**src/rtl/seq_det_pkg.sv**
```systemverilog
// Shared definitions for the sequence-detector datapath: serializer FSM
// encoding, default word width and the pattern the downstream detector matches.
package seq_det_pkg;

    // Serializer state encoding
    localparam logic ST_IDLE  = 1'b0;
    localparam logic ST_SHIFT = 1'b1;

    typedef enum logic {
        IDLE  = ST_IDLE,
        SHIFT = ST_SHIFT
    } ser_state_t;

    // Default parallel word width
    localparam int DEFAULT_WIDTH = 8;

    // Pattern recognised by the Moore detector fed by the serializer
    localparam logic [3:0] DET_PATTERN = 4'b1011;

endpackage

```
**src/rtl/seq_bit_serializer.sv**
```systemverilog
// Parallel-to-serial feeder for the Moore sequence detector. Words arrive on a
// valid/ready handshake and leave one bit per clock. A one-word holding
// register lets consecutive words stream without an idle gap. Idle cycles are
// filled with IDLE_BIT. All serial outputs are decoded from flops only.
module seq_bit_serializer
    import seq_det_pkg::*;
#(
    parameter int   WIDTH     = DEFAULT_WIDTH,
    parameter int   MSB_FIRST = 1,
    parameter logic IDLE_BIT  = 1'b0
) (
    input  logic             clk,
    input  logic             rst,
    input  logic [WIDTH-1:0] in_data,
    input  logic             in_valid,
    output logic             in_ready,
    output logic             ser_out,
    output logic             ser_valid,
    output logic             word_done
);

    localparam int            CW       = $clog2(WIDTH);
    localparam logic [CW-1:0] LAST_CNT = CW'(WIDTH - 1);

    ser_state_t       state_reg, state_next;
    logic [WIDTH-1:0] shifter_reg, shifter_next;
    logic [WIDTH-1:0] hold_reg, hold_next;
    logic             hold_full_reg, hold_full_next;
    logic [CW-1:0]    cnt_reg, cnt_next;

    logic             take;
    logic             last_bit;
    logic [WIDTH-1:0] shifter_adv;

    // Ready only when the holding register is free; held low through reset so
    // nothing is captured while rst is asserted.
    assign in_ready = !hold_full_reg && !rst;
    assign take     = in_valid && in_ready;
    assign last_bit = (cnt_reg == LAST_CNT);

    // Shifter advanced by one bit toward the emitted end, zero filled
    assign shifter_adv = (MSB_FIRST != 0) ? {shifter_reg[WIDTH-2:0], 1'b0}
                                          : {1'b0, shifter_reg[WIDTH-1:1]};

    // State and datapath registers, cleared asynchronously
    always_ff @(posedge clk or posedge rst) begin
        if (rst) begin
            state_reg     <= IDLE;
            shifter_reg   <= '0;
            hold_reg      <= '0;
            hold_full_reg <= 1'b0;
            cnt_reg       <= '0;
        end else begin
            state_reg     <= state_next;
            shifter_reg   <= shifter_next;
            hold_reg      <= hold_next;
            hold_full_reg <= hold_full_next;
            cnt_reg       <= cnt_next;
        end
    end

    // Next-state logic: load from input when idle, shift while busy, and on the
    // last bit reload from hold first, then from a fresh transfer, else go idle.
    always_comb begin
        state_next     = state_reg;
        shifter_next   = shifter_reg;
        hold_next      = hold_reg;
        hold_full_next = hold_full_reg;
        cnt_next       = cnt_reg;
        case (state_reg)
            IDLE: begin
                if (take) begin
                    shifter_next = in_data;
                    cnt_next     = '0;
                    state_next   = SHIFT;
                end
            end
            SHIFT: begin
                if (!last_bit) begin
                    shifter_next = shifter_adv;
                    cnt_next     = cnt_reg + CW'(1);
                    if (take) begin
                        hold_next      = in_data;
                        hold_full_next = 1'b1;
                    end
                end else if (hold_full_reg) begin
                    shifter_next   = hold_reg;
                    hold_full_next = 1'b0;
                    cnt_next       = '0;
                end else if (take) begin
                    shifter_next = in_data;
                    cnt_next     = '0;
                end else begin
                    shifter_next = shifter_adv;
                    cnt_next     = '0;
                    state_next   = IDLE;
                end
            end
            default: begin
                state_next = IDLE;
            end
        endcase
    end

    // Serial outputs decoded purely from registered state
    assign ser_valid = (state_reg == SHIFT);
    assign ser_out   = ser_valid ? ((MSB_FIRST != 0) ? shifter_reg[WIDTH-1] : shifter_reg[0])
                                 : IDLE_BIT;
    assign word_done = ser_valid && last_bit;

endmodule

```
**config.mk**
```make
export PLATFORM = sky130hd
export DESIGN_NAME = seq_bit_serializer
export DESIGN_NICKNAME = d
export VERILOG_FILES = /design/src/rtl/seq_det_pkg.sv /design/src/rtl/seq_bit_serializer.sv
export SDC_FILE = /design/constraint.sdc
export NUM_CORES = 1
export LEC_CHECK = 0
export CELL_PAD_IN_SITES_DETAIL_PLACEMENT = 1
export CELL_PAD_IN_SITES_GLOBAL_PLACEMENT = 2
export CORE_MARGIN = 4
export CORE_UTILIZATION = 25
export DETAILED_ROUTE_END_ITERATION = 7
export PLACE_DENSITY = 0.58
export SETUP_SLACK_MARGIN = 0.5
export SYNTH_ARGS = -nofsm -noshare
export SYNTH_HDL_FRONTEND = slang
export SYNTH_SLANG_ARGS = --single-unit
```
**constraint.sdc**
```tcl
create_clock -name clk -period 2.5 [get_ports clk]
set_input_delay 0.75 -clock clk [delete_from_list [all_inputs] [get_ports clk]]
set_output_delay 0.75 -clock clk [all_outputs]
set_load 0.01 [all_outputs]
```
After elaboration in Yosys (flattened, before gate mapping)

Index checks and enable logic that the tools add are counted.

Shift-type cells: 0
Reduce and logical (&&, ||, !) cells: 8
$add $sub $neg: 1
Divide/modulo/power cells: 0
$lt $le $gt $ge: 0
Eq/ne operators: 2
Multiply operators: 0
Multiplexer cells: 15
Bitwise gates (word level): 2

Operators by type and width:

| kind                                          | number |
|---|---|
| 2-to-1 mux 8 bit                              | 4 |
| one-hot mux 8 bit (2 select lines)            | 1 |
| 2-to-1 mux 1 bit                              | 6 |
| 2-to-1 mux 3 bit                              | 2 |
| one-hot mux 3 bit (2 select lines)            | 1 |
| adder 3 x 1 -> 3 bit (second input constant)  | 1 |
| equality test 3 bit (second input constant)   | 1 |
| logical AND 1 bit                             | 3 |
| AND reduction 3 bit                           | 1 |
| zero test 1 bit                               | 2 |
| inequality test 2 bit (second input constant) | 1 |
| inverter 1 bit                                | 2 |
| one-hot mux 1 bit (2 select lines)            | 1 |
| AND reduction 2 bit                           | 1 |
| nonzero test 2 bit                            | 1 |

Input port bits: 11
Register bits: 21
Memories kept: 0
Latch bits: 0
RAM bits: 0
Word-level logic and storage cells: 33
Bits in read-only memories: 0

Depth between registers and ports, before layout

Word-level depth: 7
Gate-level depth with buffers: 6

Worst setup path after synthesis

Ideal clock, no wire load.

Path type: in2reg
Start point: in rst
End point: reg shifter_reg[3]
Setup slack: 0.601 ns
Data arrival time: 1.798 ns
Stages: 4
Path buffers: 0
Cell sequence: inv_1 > a21o_1 > a21oi_1 > nor4_1

Longest elaborated chain between the ends: 7
Elaborated cells between the ends (all ways): 8
Those cells by class: 1 x eq/ne; 4 x mux; 3 x reduce/logical

Ends and longest elaborated chain:

| item                               | RTL line                 | source |
|---|---|---|
| start, declared                    | seq_bit_serializer.sv:13 | `input logic rst,` |
| zero test 1 bit (no line) (*)      | --                       |  |
| logical AND 1 bit (*)              | seq_bit_serializer.sv:37 | `assign in_ready = !hold_full_reg && !rst;` |
| logical AND 1 bit (*)              | seq_bit_serializer.sv:38 | `assign take = in_valid && in_ready;` |
| 2-to-1 mux 8 bit                   | seq_bit_serializer.sv:90 | `end else if (take) begin` |
| 2-to-1 mux 8 bit                   | seq_bit_serializer.sv:86 | `end else if (hold_full_reg) begin` |
| 2-to-1 mux 8 bit                   | seq_bit_serializer.sv:79 | `if (!last_bit) begin` |
| one-hot mux 8 bit (2 select lines) | seq_bit_serializer.sv:70 | `case (state_reg)` |
| end signal, assigned               | seq_bit_serializer.sv:55 | `shifter_reg <= shifter_next;` |
| end, declared                      | seq_bit_serializer.sv:26 | `logic [WIDTH-1:0] shifter_reg, shifter_next;` |

Mark *: on every way between the ends. The rest lies on a longest branch, timed or not.
A chain may end at the register's enable or synchronous reset.

Final worst setup path

Start point: reg cnt_reg[1]
End point: out word_done

Longest elaborated chain between the ends: 2

Ends and longest elaborated chain:

| item                   | RTL line                  | source |
|---|---|---|
| start, declared        | seq_bit_serializer.sv:29  | `logic [CW-1:0] cnt_reg, cnt_next;` |
| start signal, assigned | seq_bit_serializer.sv:58  | `cnt_reg <= cnt_next;` |
| equality test 3 bit    | seq_bit_serializer.sv:39  | `assign last_bit = (cnt_reg == LAST_CNT);` |
| logical AND 1 bit      | seq_bit_serializer.sv:109 | `assign word_done = ser_valid && last_bit;` |
| end, declared          | seq_bit_serializer.sv:19  | `output logic word_done` |

No other way between the ends.

==> results.cfg <==
[outcome]
status = finished clean

[clock_tree]
clock-sinks = 21
cts_buffer_depth = 2
htree_levels = 1
clockRootBuffer = clkbuf_8
clk_latency_ps = 270
tritoncts = done
clk_pin_slew_ps = 80
cts_made_buffers = 3
ctsHoldBuffers = 0

[placed_design]
port_buffers = 14
dp_hpwl_mm = 2.09
dpl-instance-area_um2 = 1370
gp_congestion = 0.726
place_inst = 181

[die]
start_util = 0.267
fp.coreArea_um2 = 4140
dieArea_um2 = 5550
rows = 23
die_h_um = 74.5
ioPinCount = 15
die_x_um = 74.5

[setup_path]
path_class = flop to primary output
start_kind = flop
arrival_ps = 1230
path_max_fanout = 2
path_cells = ha_2 > ha_4 > nand2_2 > inv_2 > buf_6
slowest_delay_ps = 390
crit_slowest_cell = dfrtp_1
crit_path_end_kind = primary output
required_ps = 1750

[global_route]
overflow = 0
track_usage = 0.121
antenna_found_initial = 0
grt_pass1_vias = 970
grt_max_degree = 22
grt_pass1_wl_mm = 5.02

[timing]
finalSetupViolCount = 0
fin_crit_sh = 0.792
finClkSkew_ps = 2.09
rsz0062_at_grt = yes
whs_ps = 508
timing.fmax_mhz = 505
hold_viol = 0
final.setup.tns_ps = 0
finalCriticalPeriod_ps = 1980
drv_slew = 0
worst_pin_slew_ps = 390
slew_headroom = 0.740

[finish]
fill_cells = 487
antenna_cells = 0
final_cells = 191
post_route_cells_drive_above_1_share = 0.312
area_growth_syn_to_layout_pct = 33.7
final_area_um2 = 1480
nets = 155

[detailed_routing]
vias = 948
ant_nets = 0
dr.pass1.iters = 5
vias_per_cell = 4.96
drt_iter0_drc = 21
route.detailed.drc = 0
finalWirelength_mm = 3.03
wl_per_cell_um = 15.9

[run]
maxCapViolations = 0

[power]
ir_drop_v = 0.000379
p_int_mw = 1.04
switching_share = 0.382
powerDensity_nw_per_um2 = 1140
clock_power_share = 0.139
pwr-share-comb = 0.476
switching_power_mw = 0.643
p_total_mw = 1.68
pwr-share-seq = 0.385
leakage_nw = 0.656

[yosys]
yosys_warnings = 0
ys_seq_area_frac = 0.476
syn-num-nets = 124
ys_ff_latch = 21
postSynthAreaPerCell_um2 = 9.95
synth_cells = 111
netlist_area_um2 = 1100
synthDistinctLibCells = 28

[worst_hold_path]
hp-class = flop to flop
## layout make-up
class / count / area, um^2 / share of cell area
multi-input combinational: 75 / 534 / 0.362
sequential: 21 / 527 / 0.356
timing repair buffer: 31 / 272 / 0.184
tap: 50 / 62.6 / 0.0423
clock buffer: 4 / 45.0 / 0.0305
inverter: 10 / 37.5 / 0.0254
## path summary, 6_finish.rpt
| check | start | endpoint | slack [ps] | depth (start not counted) |
|---|---|---|---|---|
| worst min-delay path | hold_reg[0] | hold_reg[0] | 510 | 1 |
| worst max-delay path | cnt_reg[1] | word_done | 520 | 5 |
| min in group asynchronous | rst | hold_reg[5] | 680 | 4 |
| worst min register to register | hold_reg[0] | hold_reg[0] | 510 | 1 |
| max in group asynchronous | rst | ser_valid | 1580 | 4 |
| worst max register to register | cnt_reg[1] | hold_reg[6] | 760 | 6 |
## per-stage QoR
stage / util / worst slack [ps]
after global routing: 0.357 / 461
after CTS: 0.347 / 476
after floorplan: - / 601
after global placement: 0.330 / -112
final: 0.357 / 521
after detailed placement: 0.330 / -144
## critical path, delay by kind of cell, from the launching register on
kind / cells / cell delay, ps
adder cells (fa/ha/maj): 2 / 360
buffers and inverters: 2 / 150
flip-flops: 1 / 390
AND/OR/NAND/NOR: 1 / 60
## layer usage
metal  GRT usage  vias to the layer above  share of wire  wire length (um)
met5           0                        -              0                 0
met4      0.0237                        0         0.0089                27
met3      0.0324                        4          0.032                97
met2       0.203                       15           0.52              1560
met1       0.156                      474           0.44              1340
li1            -                      455              -                 -
## cell families after synthesis
family | after synthesis | share of synthesized area
compound gates | 31 | 0.183
fa+ha+maj | 2 | 0.0226
buf+inv | 15 | 0.0668
mux | 9 | 0.0906
simple gates | 33 | 0.161
flops | 21 | 0.476
## placed cells by master (no fill, tap or decap), types with 2 or more instances in the layout
cell type         n
a21oi_1          10
a31oi_1           7
buf_4            16
clkbuf_8          3
clkdlybuf4s50_1   8
dfrtp_1          20
dlygate4sd2_1     2
inv_1             9
mux2_2            8
nand2_1           6
nand2b_1          2
nand3_1           2
nor2_1            8
nor2b_1           4
nor3_1            2
o21ai_0           5
o221ai_1          5
## what timing repair did
action                     in CTS  in global routing
buffers inserted                4                  2
pin swaps                       1                  3
gates resized for setup        16                  8
gates cloned                    0                  0
setup endpoints to repair      15                  4
## cells in the mapped netlist (all sizes together)
library cell | number | area, um^2
dfrtp | 21 | 526
a21oi | 10 | 50.1
inv | 10 | 37.5
nor2 | 9 | 33.8
mux2 | 8 | 90.1
nand2 | 8 | 37.5
a31oi | 7 | 43.8
o221ai | 6 | 52.6
buf | 5 | 36.3
o21ai | 5 | 25.0
nor2b | 4 | 25.0
nand2b | 3 | 21.3
and2 | 2 | 15.0
ha | 2 | 25.0
nand3 | 2 | 10.0
nor3 | 2 | 10.0
a211oi | 1 | 7.51
a21o | 1 | 7.51
and2b | 1 | 10.0
mux2i | 1 | 10.0
nor4 | 1 | 6.26
o32ai | 1 | 16.3
or3b | 1 | 8.76
## power by group through the flow
stage	sequential [mW]	combinational, mW	clock, mW
6_report	0.646	0.800	0.234
5_1_grt	0.676	0.912	0.263
4_1_cts	0.645	0.779	0.249
3_5_place_dp	0.657	0.742	0
3_3_place_gp	0.651	0.726	0
2_1_floorplan	0.600	0.535	0
No activity file was read; power rests on OpenSTA's default activity.
